<file path="src/rtl/haddx_serial_sched.sv">
// Bit-serial adder scheduler: two requesters share one half-adder-pair slice, arbitrated
// round-robin; the sum is produced LSB-first over WIDTH cycles with a registered carry.
module haddx_serial_sched #(
  parameter int unsigned WIDTH = 8
) (
  input  logic             clk_i,
  input  logic             rst_ni,
  input  logic             req0_i,
  input  logic             req1_i,
  input  logic [WIDTH-1:0] a0_i,
  input  logic [WIDTH-1:0] b0_i,
  input  logic [WIDTH-1:0] a1_i,
  input  logic [WIDTH-1:0] b1_i,
  output logic             gnt0_o,
  output logic             gnt1_o,
  output logic             busy_o,
  output logic [WIDTH-1:0] sum_o,
  output logic             cout_o,
  output logic             done_o,
  output logic             done_id_o
);

  localparam int unsigned CntW = (WIDTH > 1) ? $clog2(WIDTH) : 1;
  localparam logic [CntW-1:0] CntLast = CntW'(WIDTH - 1);

  typedef enum logic [1:0] {StIdle, StRun, StDone} state_e;

  state_e           state_q, state_d;
  logic             last_q, last_d;
  logic             id_q, id_d;
  logic [CntW-1:0]  cnt_q, cnt_d;
  logic             carry_q, carry_d;
  logic [WIDTH-1:0] a_q, a_d;
  logic [WIDTH-1:0] b_q, b_d;
  logic [WIDTH-1:0] acc_q, acc_d;
  logic [WIDTH-1:0] sum_q, sum_d;
  logic             cout_q, cout_d;
  logic             done_id_q, done_id_d;
  logic             gnt0_q, gnt0_d;
  logic             gnt1_q, gnt1_d;
  logic             pick1;

  // Shared slice: two half adders, OR2 merges their carries.
  logic ha0_s, ha0_c, ha1_s, ha1_c, slice_c;
  assign ha0_s   = a_q[0] ^ b_q[0];
  assign ha0_c   = a_q[0] & b_q[0];
  assign ha1_s   = ha0_s ^ carry_q;
  assign ha1_c   = ha0_s & carry_q;
  assign slice_c = ha0_c | ha1_c;

  always_comb begin
    state_d   = state_q;
    last_d    = last_q;
    id_d      = id_q;
    cnt_d     = cnt_q;
    carry_d   = carry_q;
    a_d       = a_q;
    b_d       = b_q;
    acc_d     = acc_q;
    sum_d     = sum_q;
    cout_d    = cout_q;
    done_id_d = done_id_q;
    gnt0_d    = 1'b0;
    gnt1_d    = 1'b0;
    pick1     = 1'b0;
    unique case (state_q)
      StIdle: begin
        if (req0_i || req1_i) begin
          // On a tie the requester that did not win last time goes first.
          pick1   = req1_i && (!req0_i || !last_q);
          last_d  = pick1;
          id_d    = pick1;
          a_d     = pick1 ? a1_i : a0_i;
          b_d     = pick1 ? b1_i : b0_i;
          carry_d = 1'b0;
          cnt_d   = '0;
          gnt0_d  = !pick1;
          gnt1_d  = pick1;
          state_d = StRun;
        end
      end
      StRun: begin
        acc_d   = {ha1_s, acc_q[WIDTH-1:1]};
        a_d     = a_q >> 1;
        b_d     = b_q >> 1;
        carry_d = slice_c;
        cnt_d   = cnt_q + CntW'(1);
        if (cnt_q == CntLast) begin
          sum_d     = {ha1_s, acc_q[WIDTH-1:1]};
          cout_d    = slice_c;
          done_id_d = id_q;
          state_d   = StDone;
        end
      end
      StDone: state_d = StIdle;
      default: state_d = StIdle;
    endcase
  end

  always_ff @(posedge clk_i or negedge rst_ni) begin
    if (!rst_ni) begin
      state_q   <= StIdle;
      last_q    <= 1'b1;
      id_q      <= 1'b0;
      cnt_q     <= '0;
      carry_q   <= 1'b0;
      a_q       <= '0;
      b_q       <= '0;
      acc_q     <= '0;
      sum_q     <= '0;
      cout_q    <= 1'b0;
      done_id_q <= 1'b0;
      gnt0_q    <= 1'b0;
      gnt1_q    <= 1'b0;
    end else begin
      state_q   <= state_d;
      last_q    <= last_d;
      id_q      <= id_d;
      cnt_q     <= cnt_d;
      carry_q   <= carry_d;
      a_q       <= a_d;
      b_q       <= b_d;
      acc_q     <= acc_d;
      sum_q     <= sum_d;
      cout_q    <= cout_d;
      done_id_q <= done_id_d;
      gnt0_q    <= gnt0_d;
      gnt1_q    <= gnt1_d;
    end
  end

  assign gnt0_o    = gnt0_q;
  assign gnt1_o    = gnt1_q;
  assign busy_o    = (state_q != StIdle);
  assign done_o    = (state_q == StDone);
  assign sum_o     = sum_q;
  assign cout_o    = cout_q;
  assign done_id_o = done_id_q;

endmodule

</file>
<file path="config.mk">
export PLATFORM = sky130hd
export DESIGN_NAME = haddx_serial_sched
export DESIGN_NICKNAME = d
export VERILOG_FILES = /design/src/rtl/haddx_serial_sched.sv
export SDC_FILE = /design/constraint.sdc
export NUM_CORES = 1
export LEC_CHECK = 0
export CORE_MARGIN = 8
export CORE_UTILIZATION = 45
export CTS_BUF_LIST = sky130_fd_sc_hd__clkbuf_4 sky130_fd_sc_hd__clkbuf_8
export CTS_CLUSTER_DIAMETER = 120
export CTS_CLUSTER_SIZE = 8
export DETAILED_ROUTE_END_ITERATION = 10
export HOLD_SLACK_MARGIN = 0.02
export PLACE_DENSITY = 0.77
export SLEW_MARGIN = 20
export SYNTH_ARGS = -nofsm -noshare
export SYNTH_HDL_FRONTEND = slang
export SYNTH_SLANG_ARGS = --single-unit
</file>
<file path="constraint.sdc">
create_clock -name clk_i -period 1.45 [get_ports clk_i]
set_input_delay 0.145 -clock clk_i [delete_from_list [all_inputs] [get_ports clk_i]]
set_output_delay 0.145 -clock clk_i [all_outputs]
set_load 0.02 [all_outputs]
</file>
==> impl_metrics.toml <==
[run_status]
run_status = "completed"

[power_and_ir_drop]
seqPwrFrac_pct = 39.5
swShare_pct = 36.12
comb_power_share_pct = 45.2
power.leakage_nw = 1.374
ir_worst_vdd_mv = 0.8222
power.total_mw = 5.198
p_per_area_mw_per_mm2 = 1881
pwr-share-clk_pct = 15.2
switching_power_mw = 1.878
p_int_mw = 3.320

[route]
antenna_left = 0
viasPerCell = 5.171
drc = 0
post_drt_wl_per_cell_um = 15.86
wl_um = 4535
drt_pass1_iterations = 4
drt_first_iter_violations = 112
route.vias.total = 1479

[yosys]
seq_area_frac_synth_pct = 54.19
yosys.area.top_type = "dfrtp_1"
synth_edf_count = 0
synth-async-reset-ratio_pct = 100.0
yosys.area.top_type_share_pct = 52.86
synth_area_leaders = "dfrtp_1 53%, mux2i_1 9.1%, mux2_4 6.8%, nand2_1 5.9%, o221ai_1 5.3%"
netlist_instances = 168
syn-num-nets = 207
ys_types = 29
synth-seq-cells = 43
ys.flop_type = "dfrtp_1"
synth_area_mm2 = 0.001988
ys_warn_count = 0
synth_area_per_cell_um2 = 11.83

[placed_design]
io_buffer_count = 49
gp_congestion = 0.7755
placedCellCount = 275
dp_hpwl_um = 3196
place_area_mm2 = 0.002616

[clocking]
cts_root_buf = "clkbuf_8"
clk_latency_ps = 300
htree_levels = 2
cts_sinks = 43
cts_tree = "yes"
cts.reportedPaths.clkPinSlew_ps = 90
clockBufferDepth = 2
cts_buffers = 5

[floorplan]
start_util_pct = 46.30
num_rows = 24
die_w_um = 82.47
die_area_mm2 = 0.006801
core-area_mm2 = 0.004294
die_h_um = 82.47
io_pins = 50

[worst_setup_path]
required_ps = 1640
crit_type = "reg -> reg"
crit_path_end_kind = "flop"
crit_fanout = 7
crit_arrival_ps = 1600
startpoint_type = "flop"

[timing]
clock-skew-final_ps = 9.435
fmax_ghz = 0.7108
worstMarginPinSlew_ps = 533.4
setup_viol = 0
drv_slew = 0
final-hold-violation-count = 0
slew_headroom_pct = 64.44
period_share_pct = 97.02
finalCriticalPeriod_ps = 1407

[finish]
multi_input_area_um2 = 818.3
num_antenna_cells = 0
instances_no_fill = 286
syn_to_final_growth_pct = 39.02
finalInstanceArea_mm2 = 0.002764
fin_nets = 272
drive_gt1_share_pct = 22.22
fill_cells = 338
seq_area_mm2 = 0.001080

[worst_hold_path]
hold_path_class = "in -> async"

[global_route]
grt_pass1_wl_um = 7389
track_usage_pct = 14.24
gr-total-overflow = 0
grt_pass1_vias = 1513
antenna_found_initial = 0
grt_max_degree = 44

[job]
maxCapViolations = 0
==> cells in the mapped netlist, types with 2 or more instances <==
master    count
a31o_2        3
and2_1        4
buf_2         3
buf_6         3
clkbuf_1      3
dfrtp_1      42
ha_1          2
inv_1         8
mux2_4        9
mux2i_1      18
nand2_1      31
nor2_1        3
o211ai_1      2
o21ai_0      11
o221ai_1     12
==> logic make-up after synthesis <==
group	count (synthesis)	share of synthesized area, %
adder cells (fa/ha/maj)	3	2.265
flip-flops	43	54.19
multiplexers	28	16.43
buffers and inverters	18	5.538
AND/OR/NAND/NOR	43	9.692
AO/OA/AOI/OAI	33	11.89
==> cell type report <==
class	count	share of cell area, %
clock buffer	5	2.490
clock inverter	3	0.8601
inverter	8	1.086
multi-input combinational	107	29.61
sequential	43	39.07
tap	52	2.354
timing repair buffer	68	24.54
==> path summary, 6_finish.rpt <==
path / endpoint / from / slack, ps / cells past startpoint
min reg2reg: acc_q[1] / acc_q[1] / 490 / 2
max reg2reg: sum_o[4] / cnt_q[0] / 40 / 5
max in group asynchronous: state_q[0] / rst_ni / 600 / 3
max: sum_o[4] / cnt_q[0] / 40 / 5
min: b_q[7] / rst_ni / 450 / 3
min in group clk_i: a_q[7] / a0_i[7] / 470 / 3
==> state kept, by name (all words and copies together), names as in the netlist <==
register and count:
a_q 8, b_q 8, sum_o 8, acc_q 7, cnt_q 3, state_q 2
carry_q 1, cout_o 1, done_id_o 1, gnt0_o 1, gnt1_o 1, id_q 1
last_q 1
==> through the flow <==
| stage | setup slack (ps) | hold slack (ps) | utilization (%) | setup TNS, ps |
|---|---|---|---|---|
| after detailed placement | -138.2 | 248.6 | 60.93 | -1408 |
| after global placement | -55.46 | 248.8 | 60.93 | -353.7 |
| after global routing | -1.668 | 493.9 | 64.36 | -1.668 |
| after CTS | -15.40 | 459.2 | 63.69 | -15.40 |
| after floorplan | 60.29 | -150.6 | - | 0 |
| final | 43.20 | 453.5 | 64.36 | 0 |
==> power by group through the flow <==
stage	Sequential, mW	Clock [mW]	Combinational, mW
3_3_place_gp	2.05	0	2.26
4_1_cts	2.05	0.797	2.37
6_report	2.05	0.793	2.35
5_1_grt	2.13	0.847	2.57
3_5_place_dp	2.07	0	2.33
2_1_floorplan	2.18	0	1.30
==> layer usage <==
layer	vias up	part of all wire (%)	wire length, um	global-route usage (%)
met5	-	0	0	0
met4	0	1.5	69	4.737
met3	8	4.3	196	3.247
met2	31	52	2357	24.28
met1	726	42	1912	17.32
li1	714	-	-	-
==> repair_timing <==
item	4_1_cts	5_1_grt
pin swaps	1	1
hold buffers	1	0
setup buffers	1	1
hold endpoints to repair	42	0
gates resized for setup	6	15
endpoints found under the setup margin	11	19
==> placed cells by master, fill, tap and decap left out <==
master and count:
dlygate4sd3_1 1, o21ai_0 11, fa_1 1, a31o_2 3, nand2_1 31, mux2i_1 18, buf_12 3, mux2_4 9
nor3_2 1, dfrtp_2 2, a21o_1 1, buf_4 15, a31oi_1 1, o21ai_1 1, dfrtp_1 40, inv_1 8
o221ai_1 12, nor2b_2 1, a21boi_2 1, dlymetal6s2s_1 8, and2b_1 1, a21oi_1 1, o211ai_1 2, nor2_4 1
clkinvlp_4 2, clkbuf_2 2, nand2_4 1, dfstp_2 1, inv_6 1, clkdlybuf4s50_1 38, mux2_2 1, and2_1 4
or2b_1 1, clkbuf_8 5, buf_2 1, ha_2 2, nor2_1 2
==> critical path, stage by stage (launching register included) <==
cell and delay (ps):
dfrtp_1 400, ha_2 190, ha_2 190, nand2_4 90, buf_12 130, mux2_4 300
Power figures use the tool's default switching activity.
